$ cat config.mk
export PLATFORM = sky130hd
export DESIGN_NAME = dmem_responder
export DESIGN_NICKNAME = d
export VERILOG_FILES = /design/src/rtl/dmem_responder_pkg.sv /design/src/rtl/dmem_store.sv /design/src/rtl/dmem_responder.sv
export SDC_FILE = /design/constraint.sdc
export NUM_CORES = 2
export LEC_CHECK = 0
export ABC_AREA = 0
export BUFFER_PORTS_ARGS = -buffer_cell sky130_fd_sc_hd__buf_2
export CORE_MARGIN = 2
export CORE_UTILIZATION = 55
export CTS_BUF_LIST = sky130_fd_sc_hd__clkbuf_4
export DETAILED_ROUTE_END_ITERATION = 10
export GPL_ROUTABILITY_DRIVEN = 0
export PLACE_DENSITY = 0.68
export SETUP_SLACK_MARGIN = 0.5
export SLEW_MARGIN = 15
export SYNTH_ARGS = -nofsm -noshare
export SYNTH_HDL_FRONTEND = slang
export SYNTH_SLANG_ARGS = --single-unit
$ cat constraint.sdc
create_clock -name clk -period 11.9 [get_ports clk]
set_input_delay 2.38 -clock clk [delete_from_list [all_inputs] [get_ports clk]]
set_output_delay 2.38 -clock clk [all_outputs]
set_load 0.005 [all_outputs]
$ cat src/rtl/dmem_responder_pkg.sv
// Shared definitions for the dmem_responder data-memory responder:
// FSM state encoding, word-index width and the response latency bound.
package dmem_responder_pkg;

    // Controller states; DUMP is only reachable when the dump feature is built in.
    typedef enum logic [1:0] {
        ST_IDLE = 2'd0,
        ST_BUSY = 2'd1,
        ST_RESP = 2'd2,
        ST_DUMP = 2'd3
    } state_t;

    // Word storage: 64 words addressed by byte-address bits [8:3].
    localparam int DEPTH_MAX = 64;
    localparam int IDX_W     = $clog2(DEPTH_MAX);

    // Wait-state bound: LATENCY is legal in 0..7, so the wait counter needs 3 bits.
    localparam int LAT_MAX   = 7;
    localparam int WAIT_W    = $clog2(LAT_MAX + 1);

    // Value loaded into the wait counter at accept. BUSY lasts (load + 1)
    // cycles, so LATENCY=0 and LATENCY=1 both give a single BUSY cycle.
    function automatic logic [WAIT_W-1:0] wait_load(input int lat);
        if (lat <= 0) begin
            return '0;
        end
        return WAIT_W'(lat - 1);
    endfunction

endpackage

$ cat src/rtl/dmem_store.sv
// Word storage for dmem_responder: one synchronous write port, one
// asynchronous (combinational) read port.
module dmem_store
    import dmem_responder_pkg::*;
#(
    parameter int N     = 64,
    parameter int DEPTH = 64
) (
    input  logic             clk,
    input  logic             i_we,
    input  logic [IDX_W-1:0] i_waddr,
    input  logic [N-1:0]     i_wdata,
    input  logic [IDX_W-1:0] i_raddr,
    output logic [N-1:0]     o_rdata
);

    logic [N-1:0] r_mem [DEPTH];

    // Write port: one word per clock when enabled.
    // NOTE: the array has no reset branch on purpose; contents must survive
    // reset, and leaving it out keeps the array mappable onto RAM cells.
    always_ff @(posedge clk) begin
        if (i_we) begin
            r_mem[i_waddr] <= i_wdata;
        end
    end

    assign o_rdata = r_mem[i_raddr];

endmodule

$ cat src/rtl/dmem_responder.sv
// dmem_responder: single-outstanding data-memory responder with a fixed
// wait-state latency, misaligned/out-of-range error detection and an
// optional full-contents dump stream.
// Optional feature: define DMEM_RESPONDER_DUMP_EN to build the DUMP state;
// without it the dump input is ignored and the dump outputs are tied to 0.
module dmem_responder
    import dmem_responder_pkg::*;
#(
    parameter int N       = 64,
    parameter int DEPTH   = 64,
    parameter int LATENCY = 2
) (
    input  logic         clk,
    input  logic         reset,
    input  logic         req_valid,
    input  logic         req_write,
    input  logic [N-1:0] req_addr,
    input  logic [N-1:0] req_wdata,
    output logic         req_ready,
    output logic         rsp_valid,
    output logic [N-1:0] rsp_rdata,
    output logic         rsp_err,
    input  logic         rsp_ready,
    input  logic         dump,
    output logic         dump_valid,
    output logic [5:0]   dump_addr,
    output logic [N-1:0] dump_data
);

    state_t              r_state;
    state_t              w_next_state;
    logic                w_req_ready;
    logic                w_accept;
    logic                w_busy_done;
    logic                w_commit;
    logic                w_addr_err;
    logic [IDX_W-1:0]    w_rd_idx;
    logic [N-1:0]        w_rd_data;

    logic [WAIT_W-1:0]   r_wait_cnt;
    logic                r_write;
    logic                r_err;
    logic [IDX_W-1:0]    r_idx;
    logic [N-1:0]        r_wdata;
    logic [N-1:0]        r_rsp_rdata;
    logic                r_rsp_err;

`ifdef DMEM_RESPONDER_DUMP_EN
    logic [IDX_W-1:0]    r_dump_cnt;
    logic                w_dump_last;
`endif

    // Misaligned (low three bits set) or beyond the 512-byte window.
    assign w_addr_err  = (req_addr[2:0] != 3'd0) || (req_addr[N-1:9] != '0);
    assign w_accept    = w_req_ready && req_valid;
    assign w_busy_done = (r_state == ST_BUSY) && (r_wait_cnt == '0);
    // Reset on the commit edge must suppress the write, so it gates the enable.
    assign w_commit    = w_busy_done && reset && r_write && !r_err;

`ifdef DMEM_RESPONDER_DUMP_EN
    assign w_dump_last = (r_dump_cnt == IDX_W'(DEPTH - 1));
`endif

    // State register.
    // NOTE: sequential state always uses non-blocking assignments so every
    // flop samples pre-edge values regardless of block evaluation order.
    always_ff @(posedge clk) begin
        if (!reset) begin
            r_state <= ST_IDLE;
        end else begin
            r_state <= w_next_state;
        end
    end

    // Next-state decode and handshake outputs.
    // NOTE: every output of this block gets a default first, so no path
    // leaves a signal unassigned and no latch is inferred.
    always_comb begin
        w_next_state = r_state;
        w_req_ready  = 1'b0;
        rsp_valid    = 1'b0;
        case (r_state)
            ST_IDLE: begin
`ifdef DMEM_RESPONDER_DUMP_EN
                if (dump) begin
                    w_next_state = ST_DUMP;
                end else begin
                    w_req_ready = 1'b1;
                    if (req_valid) begin
                        w_next_state = ST_BUSY;
                    end
                end
`else
                w_req_ready = 1'b1;
                if (req_valid) begin
                    w_next_state = ST_BUSY;
                end
`endif
            end
            ST_BUSY: begin
                if (r_wait_cnt == '0) begin
                    w_next_state = ST_RESP;
                end
            end
            ST_RESP: begin
                rsp_valid = 1'b1;
                if (rsp_ready) begin
                    w_next_state = ST_IDLE;
                end
            end
`ifdef DMEM_RESPONDER_DUMP_EN
            ST_DUMP: begin
                if (w_dump_last) begin
                    w_next_state = ST_IDLE;
                end
            end
`endif
            default: begin
                w_next_state = ST_IDLE;
            end
        endcase
        // No request may be accepted while reset is held.
        if (!reset) begin
            w_req_ready = 1'b0;
        end
    end

    assign req_ready = w_req_ready;

    // Wait counter and response registers; cleared by reset.
    always_ff @(posedge clk) begin
        if (!reset) begin
            r_wait_cnt  <= '0;
            r_rsp_rdata <= '0;
            r_rsp_err   <= 1'b0;
        end else begin
            if (w_accept) begin
                r_wait_cnt <= wait_load(LATENCY);
            end else if ((r_state == ST_BUSY) && (r_wait_cnt != '0)) begin
                r_wait_cnt <= r_wait_cnt - 1'b1;
            end
            if (w_busy_done) begin
                r_rsp_err   <= r_err;
                r_rsp_rdata <= (r_write || r_err) ? '0 : w_rd_data;
            end
        end
    end

    // Request capture at accept; only meaningful while a transaction is open.
    always_ff @(posedge clk) begin
        if (w_accept) begin
            r_write <= req_write;
            r_err   <= w_addr_err;
            r_idx   <= req_addr[8:3];
            r_wdata <= req_wdata;
        end
    end

    assign rsp_rdata = r_rsp_rdata;
    assign rsp_err   = r_rsp_err;

`ifdef DMEM_RESPONDER_DUMP_EN
    // Dump address counter: walks 0..DEPTH-1 while in DUMP, parked at 0 otherwise.
    always_ff @(posedge clk) begin
        if (!reset) begin
            r_dump_cnt <= '0;
        end else if (r_state == ST_DUMP) begin
            r_dump_cnt <= r_dump_cnt + 1'b1;
        end else begin
            r_dump_cnt <= '0;
        end
    end

    assign w_rd_idx   = (r_state == ST_DUMP) ? r_dump_cnt : r_idx;
    assign dump_valid = (r_state == ST_DUMP);
    assign dump_addr  = dump_valid ? r_dump_cnt : 6'd0;
    assign dump_data  = dump_valid ? w_rd_data : '0;
`else
    logic w_unused_dump;

    assign w_unused_dump = dump;
    assign w_rd_idx      = r_idx;
    assign dump_valid    = 1'b0;
    assign dump_addr     = 6'd0;
    assign dump_data     = '0;
`endif

    dmem_store #(
        .N     (N),
        .DEPTH (DEPTH)
    ) u_store (
        .clk     (clk),
        .i_we    (w_commit),
        .i_waddr (r_idx),
        .i_wdata (r_wdata),
        .i_raddr (w_rd_idx),
        .o_rdata (w_rd_data)
    );

endmodule

; After elaboration in Yosys (flattened, before gate mapping)
; Memory sizes are Yosys's and may differ from the RTL's. A register that Yosys moved wholly into a read port is not among the register bits.
; Index checks and enable logic that the tools add are counted.
[op_classes]
n_addsub = 1
n_mul = 0
div = 0
magnitude_cmp = 0
n_eq_ne = 5
n_shift = 0
n_mux = 13
bitwise_logic = 1
reduce_logical = 17
[op_table]
columns = operator, count
row1 = 64-bit two-way mux, 1
row2 = 55-bit nonzero test, 1
row3 = 1-bit two-way mux, 7
row4 = 1-bit logical AND, 6
row5 = 2-bit two-way mux, 3
row6 = 6-bit two-way mux, 1
row7 = 2-bit inequality test (second input constant), 3
row8 = 2-bit one-hot mux with 3 select lines, 1
row9 = 3-bit nonzero test, 2
row10 = 3-bit logical NOT, 1
row11 = 3-bit AND reduction, 1
row12 = 3-bit by 1-bit subtractor with 3-bit output (second input constant), 1
row13 = 2-bit by 1-bit equality test with 1-bit output (second input constant), 1
row14 = 2-bit equality test (second input constant), 1
row15 = 2-bit logical NOT, 1
row16 = 1-bit logical OR, 2
row17 = 2-bit nonzero test, 1
row18 = 2-bit OR reduction, 1
row19 = 1-bit logical NOT, 1
row20 = 1-bit inverter, 1
[word_totals]
ff_bits = 142
latchBits = 0
ramBits = 4096
romBits = 0
out_inout_bits = 138
n_memories = 1
[memory_table]
columns = name, depth, word_bits, rd, rd_ports_with_merged_regs, write_ports, line_no
row1 = u_store.r_mem, 64, 64, 1, 1, 1, dmem_store.sv:17  ; logic [N-1:0] r_mem [DEPTH];

; Depth between registers and ports, before layout
[depth]
ltp_word = 7
ltp_mapped = 10
depth_no_buf = 7

; Modules after synthesis
; Synthesis repeated with hierarchy kept, for this count alone.
[unflattened]
hier_cells = 7020
hier_area_um2 = 160620.3
[by_module_without_submodules]
columns = mod, n_inst, cells_each, area_each_um2, seq_area_each_um2
row1 = dmem_store, 1, 6534, 155067.5, 122998.0
row2 = dmem_responder, 1, 486, 5552.8, 3563.4

; Worst setup path before layout
; Ideal clock, no wire load.
[synth_path]
path_kind = input to register
startpoint = in reset
endpoint = mem u_store.r_mem[31][0] (enable)
setup_time_ns = 0.487
arrival_ns = 6.079
slack_ns = 5.334
stages = 5
path_buffers = 1
cell_sequence = clkbuf_1 nand2_1 nor4_1 nand3_1 nor2_1
[synth_via]
elab_chain_cells = 5
[synth_rtl]
columns = item, line_no
row1 = "start, declared", dmem_responder.sv:14  ; input logic reset,
row2 = 1-bit logical AND (3 in a row), dmem_responder.sv:58  ; assign w_commit = w_busy_done && reset && r_write && !r_err;
row3 = 1-bit two-way mux, dmem_store.sv:23  ; if (i_we) begin
row4 = 1-bit two-way mux (implied by the code), dmem_store.sv:24  ; r_mem[i_waddr] <= i_wdata;
row5 = "end, declared", dmem_store.sv:17
; No other way between the ends.

; Worst setup path after layout
[layout_path]
startpoint = in reset
endpoint = out req_ready
[layout_via]
elab_chain_cells = 1
[layout_rtl]
columns = item, line_no
row1 = 1-bit two-way mux, dmem_responder.sv:123  ; if (!reset) begin
row2 = "end, declared", dmem_responder.sv:19  ; output logic req_ready,
; No other way between the ends.

==> flow_metrics.env <==
export IMPL_nets=8588
export IMPL_crit_slowest_cell="buf_4"
export IMPL_overflow=0
export IMPL_crit_buf_inv=2
export IMPL_grt_met3_usage=0.0714
export IMPL_p_sw_frac=0.224
export IMPL_rsz0062_at_grt="false"
export IMPL_cts_root_buf="clkbuf_4"
export IMPL_n_fill_cell=20600
export IMPL_grt_pass1_wl_mm=604
export IMPL_grt_pass1_vias=85100
export IMPL_avgSynthCellArea_um2=22.4
export IMPL_ir_worst_vdd_uv=105
export IMPL_period_minus_slack_ns=5.41
export IMPL_postCtsSetupBuffers=0
export IMPL_dieArea_mm2=0.301
export IMPL_async_flop_share=0
export IMPL_routed_wl_mm=430
export IMPL_clock_latency_ns=1.66
export IMPL_final_hold_viol_count=0
export IMPL_crit_arrival_ns=3.03
export IMPL_fin_cells=13100
export IMPL_critical_path_top_delay_family="buffers and inverters"
export IMPL_ys_warnings_count=0
export IMPL_path_cells="buf_4 -> and2_1 -> buf_2"
export IMPL_fp_dieH_um=548
export IMPL_grt_max_degree=119
export IMPL_cap_viol_max_count=0
export IMPL_hpwl_mm=230
export IMPL_avgViaCountPerCell=6.40
export IMPL_rows=199
export IMPL_critPathMaxFanout=13
export IMPL_setup_viol=0
export IMPL_power_density_mw_per_mm2=167
export IMPL_min_from="r_wait_cnt[1]$_SDFFE_PP0P_"
export IMPL_switchingPower_w=0.00679
export IMPL_cp_required_ns=9.52
export IMPL_pwr_share_clk=0.398
export IMPL_finClkSkew_ns=0.162
export IMPL_p_leak_nw=59.4
export IMPL_synth_cells=7269
export IMPL_postRouteAntennaNets=0
export IMPL_relSlewSlack=0.149
export IMPL_port_buffer_count=199
export IMPL_status="finished, final reports clean"
export IMPL_cts_buffers=1134
export IMPL_synth_edf_count=4168
export IMPL_grt_use_total=0.288
export IMPL_gr_usage_met1=0.392
export IMPL_worst_slew_pin_slew_ns=1.24
export IMPL_synth_distinct_cells=66
export IMPL_hold_slack_ns=0.503
export IMPL_ios=272
export IMPL_p_int_w=0.0236
export IMPL_dr_pass1_iters=5
export IMPL_via_count=83800
export IMPL_finalSetupTns_ns=0
export IMPL_hp_class="flop to flop"
export IMPL_pwr_share_seq=0.541
export IMPL_synth_ff_latch_count=4244
export IMPL_h_tree_depth=7
export IMPL_drive_gt1_frac=0.359
export IMPL_clock_fmax_mhz=185
export IMPL_period_share=0.455
export IMPL_post_cts_resized=0
export IMPL_clk_pin_slew_worst_paths_ns=0.06
export IMPL_synth_ff_type="edfxtp_1"
export IMPL_dp_cells=11200
export IMPL_seq_area_frac_synth=0.778
export IMPL_drt_initial_drc_count=11100
export IMPL_cts_tree="done"
export IMPL_synth_area_mm2=0.163
export IMPL_crit_path_start_kind="input port"
export IMPL_grt_use_met2=0.447
export IMPL_drc_errors=0
export IMPL_r2r_start="r_wait_cnt[0]$_SDFFE_PN0P_"
export IMPL_hold_buffers=0
export IMPL_initial_core_util=0.554
export IMPL_share_comb_of_total_power=0.061
export IMPL_grt_antenna_before_repair=21
export IMPL_critical_path_class="input port to output pin"
export IMPL_slowest_delay_ns=0.29
export IMPL_drv_slew=0
export IMPL_avgRoutedWirePerCell_um=32.8
export IMPL_syn_to_final_growth_pct=11.8
export IMPL_top_usage_layer="met2"
export IMPL_cts_sinks=4244
export IMPL_endpoint_kind="output pin"
export IMPL_clockBufferDepth=5
export IMPL_crit_start="reset"
export IMPL_dieWidth_um=548
export IMPL_fp_coreArea_mm2=0.294
## per-stage QoR
| step | setup WS [ns] | area [µm²] | util | power, W |
|---|---|---|---|---|
| 6_report | 6.49 | 182000 | 0.619 | 0.0304 |
| 4_1_cts | 6.49 | 182000 | 0.619 | 0.0306 |
| 3_3_place_gp | 5.46 | 169000 | 0.573 | 0.0186 |
| 2_1_floorplan | 5.33 | 163000 | - | 0.0181 |
| 5_1_grt | 6.49 | 182000 | 0.619 | 0.0315 |
| 3_5_place_dp | 5.39 | 169000 | 0.573 | 0.0186 |
## tightest hold or removal path: stages, from the launching register on
cell and delay [ns]:
dfxtp_1 0.31, nor2_1 0.10, a211oi_1 0.05
## path summary, 6_finish.rpt
path / end / slack, ns / cells after the start
worst max-delay path: req_ready / 6.49 / 3
worst max register to register: u_store.r_mem[16][35]$_DFFE_PP_ / 6.57 / 8
worst min register to register: r_wait_cnt[1]$_SDFFE_PP0P_ / 0.50 / 2
worst min-delay path: r_wait_cnt[1]$_SDFFE_PP0P_ / 0.50 / 2
## cells by family (layout without fill, tap and decap cells)
| kind of cell | Yosys count | after routing | synth area share |
|---|---|---|---|
| other cells | 1 | 90 | 0.0000230 |
| xor+xnor | 1 | 1 | 0.0000538 |
| buf+inv | 488 | 2296 | 0.0191 |
| simple gates | 382 | 382 | 0.0108 |
| compound gates | 646 | 646 | 0.0282 |
| fa+ha+maj | 2 | 2 | 0.000154 |
| flops | 4244 | 4244 | 0.778 |
| mux | 1505 | 1505 | 0.164 |
## routing by layer
metal	part of all wire	up-vias
met5	0.00019	-
met4	0.037	4
met3	0.10	853
met2	0.48	5214
met1	0.38	43900
li1	-	33800
## layout make-up
class | instances | area [µm²] | area share
flip-flops and latches | 4244 | 127000 | 0.696
multi-input cells | 2607 | 34000 | 0.187
clock buffers | 1609 | 12100 | 0.0663
well taps | 3919 | 4900 | 0.0269
repair buffers | 462 | 3150 | 0.0173
clock inverters | 222 | 1230 | 0.00677
diodes | 19 | 47.5 | 0.000261
inverters | 3 | 11.3 | 0.0000618
## Yosys cell counts, drive strengths merged (31+ instances only)
cell type     n  share of area
mux4        918           0.13
o22ai       108         0.0041
a22oi        35         0.0016
buf         358          0.016
o211ai       51         0.0024
mux2        127         0.0088
a22o         47         0.0025
a21oi        80         0.0025
clkbuf      127         0.0030
o21ai        47         0.0014
o31ai        61         0.0028
nand2       103         0.0024
nor2b        31         0.0012
edfxtp     4168           0.77
mux2i       460          0.028
nor2        158         0.0037
dfxtp        76         0.0093
a211oi       40         0.0018
## sequential cells by signal (all words and copies together), names as in the netlist, named ones only
signal,flops
r_idx,6
r_write,1
rsp_err,1
rsp_rdata,64
r_err,1
r_wdata,64
r_wait_cnt,3
r_state,2
u_store.r_mem,4096
## power by group through the flow
stage,clock network [W],logic [W],registers (W)
2_1_floorplan,0,0.00126,0.0168
3_3_place_gp,0,0.00183,0.0168
3_5_place_dp,0,0.00186,0.0168
4_1_cts,0.0123,0.00186,0.0164
5_1_grt,0.0131,0.00196,0.0164
6_report,0.0121,0.00185,0.0164
## layout by cell type, fill, tap and decap left out, types with 10 or more instances in the layout
cell and instances:
mux2i_1 460, a221oi_1 30, buf_2 198, a31oi_1 27, buf_4 250, clkbuf_4 1609
edfxtp_1 4168, a21o_1 13, clkinv_2 29, inv_2 22, o22a_1 13, nor2_1 91
nand4_1 10, o31ai_1 61, a22o_1 47, mux4_2 918, a211oi_1 40, o22ai_1 108
nor2b_1 29, a21oi_1 80, conb_1 71, a22oi_1 35, diode_2 19, o311a_1 13
clkinv_1 153, o21ai_1 17, a2111oi_0 17, o21ai_0 30, mux2_2 127, nor4_1 16
dfxtp_1 71, bufinv_16 13, a21boi_0 19, o211ai_1 51, buf_12 14, nor2_4 66
nand2_1 100, and3_1 11, o311ai_0 20
No activity file was read; power rests on OpenSTA's default activity.
